`src/rtl/mem_arbiter_pkg.sv`:
```
// Shared types and constants for the fetch / load-store memory arbiter.
// The state and owner encodings are used by the top and by the winner-select logic.
package mem_arbiter_pkg;

  localparam int CNT_W       = 8;
  localparam int TIMEOUT_DEF = 15;

  typedef enum logic [1:0] {
    IDLE = 2'd0,
    BUSY = 2'd1,
    RESP = 2'd2
  } state_e;

  typedef enum logic {
    FETCH = 1'b0,
    LSU   = 1'b1
  } owner_e;

endpackage

```
`src/rtl/mem_arbiter_sel.sv`:
```
// Combinational winner select between fetch and load-store requesters.
// With MEM_ARBITER_RR_EN defined, a tie goes to the requester not served last; otherwise load-store always wins.
module mem_arbiter_sel
  import mem_arbiter_pkg::*;
(
  input  logic   idle,
  input  logic   if_req,
  input  logic   mem_req,
`ifdef MEM_ARBITER_RR_EN
  input  owner_e last_owner,
`endif
  output logic   gnt_if,
  output logic   gnt_mem
);

  always_comb begin
    gnt_if  = 1'b0;
    gnt_mem = 1'b0;
    if (idle) begin
      if (if_req && mem_req) begin
`ifdef MEM_ARBITER_RR_EN
        if (last_owner == LSU) begin
          gnt_if = 1'b1;
        end else begin
          gnt_mem = 1'b1;
        end
`else
        gnt_mem = 1'b1;
`endif
      end else begin
        gnt_if  = if_req;
        gnt_mem = mem_req;
      end
    end
  end

endmodule

```
`src/rtl/mem_arbiter.sv`:
```
// Arbiter sharing one single-port data memory between instruction fetch and load-store.
// Define MEM_ARBITER_RR_EN for round-robin tie breaking; default build uses fixed load-store priority.
module mem_arbiter
  import mem_arbiter_pkg::*;
#(
  parameter int TIMEOUT = TIMEOUT_DEF
) (
  input  logic        clk,
  input  logic        rst,

  input  logic        if_req_i,
  input  logic [31:0] if_addr_i,
  output logic        if_gnt_o,
  output logic        if_rvalid_o,
  output logic [31:0] if_rdata_o,

  input  logic        mem_req_i,
  input  logic        mem_we_i,
  input  logic [31:0] mem_addr_i,
  input  logic [31:0] mem_wdata_i,
  output logic        mem_gnt_o,
  output logic        mem_rvalid_o,
  output logic [31:0] mem_rdata_o,

  output logic        ram_ce_o,
  output logic        ram_we_o,
  output logic [31:0] ram_addr_o,
  output logic [31:0] ram_wdata_o,
  input  logic        ram_ready_i,
  input  logic [31:0] ram_rdata_i,

  output logic        err_o
);

  localparam logic [CNT_W-1:0] TO_CNT = CNT_W'(TIMEOUT);

  state_e             state_q;
  owner_e             owner_q;
  logic               we_q;
  logic [31:0]        addr_q;
  logic [31:0]        wdata_q;
  logic [31:0]        rdata_q;
  logic               err_q;
  logic [CNT_W-1:0]   cnt_q;
  logic [CNT_W-1:0]   cnt_nxt;
`ifdef MEM_ARBITER_RR_EN
  owner_e             last_q;
`endif

  logic idle;
  logic gnt_if;
  logic gnt_mem;
  logic busy;
  logic resp;

  assign idle    = rst && (state_q == IDLE);
  assign cnt_nxt = cnt_q + CNT_W'(1);

  mem_arbiter_sel u_sel (
    .idle       (idle),
    .if_req     (if_req_i),
    .mem_req    (mem_req_i),
`ifdef MEM_ARBITER_RR_EN
    .last_owner (last_q),
`endif
    .gnt_if     (gnt_if),
    .gnt_mem    (gnt_mem)
  );

  always_ff @(posedge clk) begin
    if (!rst) begin
      state_q <= IDLE;
      owner_q <= FETCH;
      we_q    <= 1'b0;
      addr_q  <= '0;
      wdata_q <= '0;
      rdata_q <= '0;
      err_q   <= 1'b0;
      cnt_q   <= '0;
`ifdef MEM_ARBITER_RR_EN
      last_q  <= FETCH;
`endif
    end else begin
      case (state_q)
        IDLE: begin
          if (gnt_if || gnt_mem) begin
            state_q <= BUSY;
            owner_q <= gnt_mem ? LSU : FETCH;
            we_q    <= gnt_mem && mem_we_i;
            addr_q  <= gnt_mem ? mem_addr_i : if_addr_i;
            wdata_q <= gnt_mem ? mem_wdata_i : 32'd0;
            err_q   <= 1'b0;
            cnt_q   <= '0;
`ifdef MEM_ARBITER_RR_EN
            last_q  <= gnt_mem ? LSU : FETCH;
`endif
          end
        end
        BUSY: begin
          // ready in the same cycle as the timeout still completes normally
          if (ram_ready_i) begin
            rdata_q <= we_q ? 32'd0 : ram_rdata_i;
            state_q <= RESP;
          end else if (cnt_nxt == TO_CNT) begin
            rdata_q <= '0;
            err_q   <= 1'b1;
            state_q <= RESP;
          end else begin
            cnt_q   <= cnt_nxt;
          end
        end
        RESP: begin
          err_q   <= 1'b0;
          state_q <= IDLE;
        end
        default: state_q <= IDLE;
      endcase
    end
  end

  assign busy = rst && (state_q == BUSY);
  assign resp = rst && (state_q == RESP);

  assign if_gnt_o     = gnt_if;
  assign mem_gnt_o    = gnt_mem;

  assign if_rvalid_o  = resp && (owner_q == FETCH);
  assign mem_rvalid_o = resp && (owner_q == LSU);
  assign if_rdata_o   = if_rvalid_o  ? rdata_q : 32'd0;
  assign mem_rdata_o  = mem_rvalid_o ? rdata_q : 32'd0;
  assign err_o        = resp && err_q;

  assign ram_ce_o     = busy;
  assign ram_we_o     = busy && we_q;
  assign ram_addr_o   = busy ? addr_q  : 32'd0;
  assign ram_wdata_o  = busy ? wdata_q : 32'd0;

endmodule

```
`config.mk`:
```
export PLATFORM = sky130hd
export DESIGN_NAME = mem_arbiter
export DESIGN_NICKNAME = d
export VERILOG_FILES = /design/src/rtl/mem_arbiter_pkg.sv /design/src/rtl/mem_arbiter_sel.sv /design/src/rtl/mem_arbiter.sv
export SDC_FILE = /design/constraint.sdc
export NUM_CORES = 1
export LEC_CHECK = 0
export CORE_MARGIN = 8
export CORE_UTILIZATION = 35
export CTS_CLUSTER_SIZE = 10
export DETAILED_ROUTE_END_ITERATION = 7
export HOLD_SLACK_MARGIN = 0.05
export PLACE_DENSITY_LB_ADDON = 0.12
export RECOVER_POWER = 100
export SKIP_LAST_GASP = 1
export SLEW_MARGIN = 10
export SYNTH_ARGS = -nofsm -noshare
export SYNTH_HDL_FRONTEND = slang
export SYNTH_SLANG_ARGS = --single-unit
```
`constraint.sdc`:
```
create_clock -name clk -period 4.36 [get_ports clk]
set_clock_uncertainty 0.05 [all_clocks]
set_input_delay 0.872 -clock clk [delete_from_list [all_inputs] [get_ports clk]]
set_output_delay 0.872 -clock clk [all_outputs]
set_load 0.03 [all_outputs]
```
==> reports/metrics.yaml <==
run_status:
  status: "completed"
hold_path:
  hp-start: "rdata_q[20]$_SDFFE_PN0P_"
  hp-class: "flop to flop"
routing:
  wire_per_inst_um: 17.6
  drc: 0
  ant_nets: 0
  finalWirelength_mm: 18.4
  dr.pass1.iters: 4
  routed_via_density: 5.18
  initialDrtViolationCount: 284
  routed-via-count: 5410
layout:
  final_layout_size_suffix_gt1_frac: 0.0708
  num-fill-cells: 1379
  fin_nets: 992
  area_growth_pct: 56.0
  final_cell_area_mm2: 0.00810
  diodes: 0
synthesis:
  synth-warning-count: 0
  ys_types: 41
  synthCells: 624
  synth_ff_type: "dfxtp_1"
  synth-seq-cells: 109
  syn_area_per_cell_um2: 8.32
  ys_seq_area_frac: 0.420
  synth-edff-count: 0
  async_reset_ff_frac: 0
  synth_area_mm2: 0.00519
  syn_nets: 760
sta:
  finalCritPeriodShare: 0.854
  fin_crit_ns: 3.72
  hold_violations: 0
  setup-tns-final_ns: 0
  max_freq_mhz: 269
  worstMarginPinSlew_ns: 1.30
  rsz0062_at_grt: "false"
  setup_viol: 0
  final_max_slew_viol_count: 0
  holdWs_ns: 0.436
  worst_slack_ns: 0.637
  relSlewSlack: 0.135
worst_setup_path:
  worst-path-max-fanout: 37
  crit_buf_inv: 4
  critPathTopFamily: "buffers and inverters"
  worstPathRequired_ns: 3.44
  path_cells: "clkbuf_1, clkbuf_2, nand2_1, inv_1, clkdlybuf4s50_1"
  arrival_ns: 2.80
  critPathLaunchType: "primary input"
  path_class: "primary input to primary output"
  cpPeakStageDelay_ns: 0.72
  worstSetupStartpoint: "rst"
  slowest_stage: "clkdlybuf4s50_1"
  setup.worst_path.end_class: "primary output"
  r2r-start: "state_q[0]$_SDFFE_PN0P_"
clock_tree:
  cts_tree: "done"
  path_clk_slew_ns: 0.08
  htreeDepth: 3
  cts.hold.buffers_added: 0
  cts_resized: 0
  ctsLongestPathBuffers: 2
  numCtsBuffers: 9
  cts_num_sinks: 109
  cts_setup_buffers: 0
  root_buffer: "clkbuf_16"
  worstSkewPairLatency_ns: 0.35
place:
  hpwl_mm: 13.3
  routabilityCongestion: 0.766
  port_buffers: 268
  dpl_cell_area_mm2: 0.00790
  dp_slack_ns: 1.05
global_routing:
  grt_pass1_wl_mm: 28.0
  grt_max_degree: 66
  grt-ovfl-total: 0
  grt_pass1_vias: 5485
  grt_use_total: 0.184
  antenna_found_initial: 0
floorplanning:
  die-height_um: 138
  dieArea_mm2: 0.0190
  die_w_um: 138
  ios: 269
  initial_core_util: 0.357
  fp.coreArea_mm2: 0.0145
  rows: 44
pwr:
  total_power_mw: 2.26
  p_leak_nw: 3.52
  ir_drop_mv: 0.191
  pwr_density_cell_mw_per_mm2: 279
job:
  drv_cap: 0
[final timing paths]
kind,endpoint,slack (ns),cells after the start
max,ram_ce_o,0.64,5
min,rdata_q[20]$_SDFFE_PN0P_,0.44,2
max reg2reg,cnt_q[7]$_SDFFE_PN0P_,1.47,7
min reg2reg,rdata_q[20]$_SDFFE_PN0P_,0.44,2
[report_power, final]
part,switching [mW],leakage [nW],internal (mW)
registers,0.0309,0.890,1.05
clock network,0.399,0.133,0.395
logic,0.188,2.49,0.193
total,0.617,3.52,1.64
[synth_stat cells (4+ instances only)]
| cell | instances | area [µm²] |
|---|---|---|
| inv_1 | 4 | 15.0 |
| and3_1 | 66 | 413 |
| mux2i_1 | 35 | 350 |
| and2_1 | 65 | 407 |
| clkbuf_1 | 48 | 180 |
| a21oi_1 | 34 | 170 |
| a22oi_1 | 33 | 248 |
| a211oi_1 | 32 | 240 |
| nor2_1 | 69 | 259 |
| o21ai_0 | 33 | 165 |
| dfxtp_1 | 109 | 2180 |
| nand2_1 | 42 | 158 |
| buf_4 | 4 | 30.0 |
| buf_2 | 5 | 25.0 |
| nor3_1 | 4 | 20.0 |
[tightest hold or removal path: stages (launching register included)]
cell	delay (ns)
dfxtp_1	0.32
o21ai_0	0.07
a21oi_1	0.06
[through the flow]
step,util,cells
floorplan,-,624
global placement,0.543,1029
detailed placement,0.543,1029
CTS,0.563,1045
global route,0.557,1045
finish,0.557,1045
[state kept, by name, summed over array words and instances, names as in the netlist]
register,cells
wdata_q,32
cnt_q,8
addr_q,32
rdata_q,32
owner_q,1
err_q,1
we_q,1
state_q,2
[final cells by class]
type	count	area (µm²)	share of cell area
Inverter	5	20.0	0.00247
Timing Repair Buffer	281	2620	0.324
Sequential cell	109	2180	0.270
Clock inverter	7	58.8	0.00726
Multi-Input combinational cell	450	2760	0.340
Clock buffer	9	225	0.0278
Tap cell	184	230	0.0284
[cells in the final DEF, fill, tap and decap left out, types with 4 or more instances in the layout]
| master | count |
|---|---|
| a21oi_1 | 35 |
| mux2i_1 | 35 |
| o21ai_0 | 33 |
| clkbuf_16 | 9 |
| dfxtp_1 | 109 |
| clkbuf_1 | 19 |
| a211oi_1 | 32 |
| clkdlybuf4s50_1 | 135 |
| and3_1 | 66 |
| nand2_1 | 41 |
| and2_0 | 19 |
| buf_4 | 30 |
| nor3_1 | 4 |
| and2_1 | 45 |
| a22oi_1 | 33 |
| nor2_1 | 69 |
| dlygate4sd3_1 | 92 |
[per-layer routing]
| layer | routed length, µm | global-route usage |
|---|---|---|
| met4 | 415 | 0.0681 |
| met5 | 0 | 0 |
| met1 | 7350 | 0.209 |
| met3 | 1850 | 0.0646 |
| met2 | 8790 | 0.313 |
[kinds of logic (layout without fill, tap and decap cells)]
family	count (synthesis)	in the layout	share of synthesized area
buffers and inverters	65	302	0.0511
multiplexers	35	35	0.0675
XOR/XNOR	3	3	0.00506
adder cells (fa/ha/maj)	2	2	0.00482
AND/OR/NAND/NOR	268	268	0.273
flip-flops	109	109	0.420
AO/OA/AOI/OAI	142	142	0.178
No activity file was read; power rests on OpenSTA's default activity.
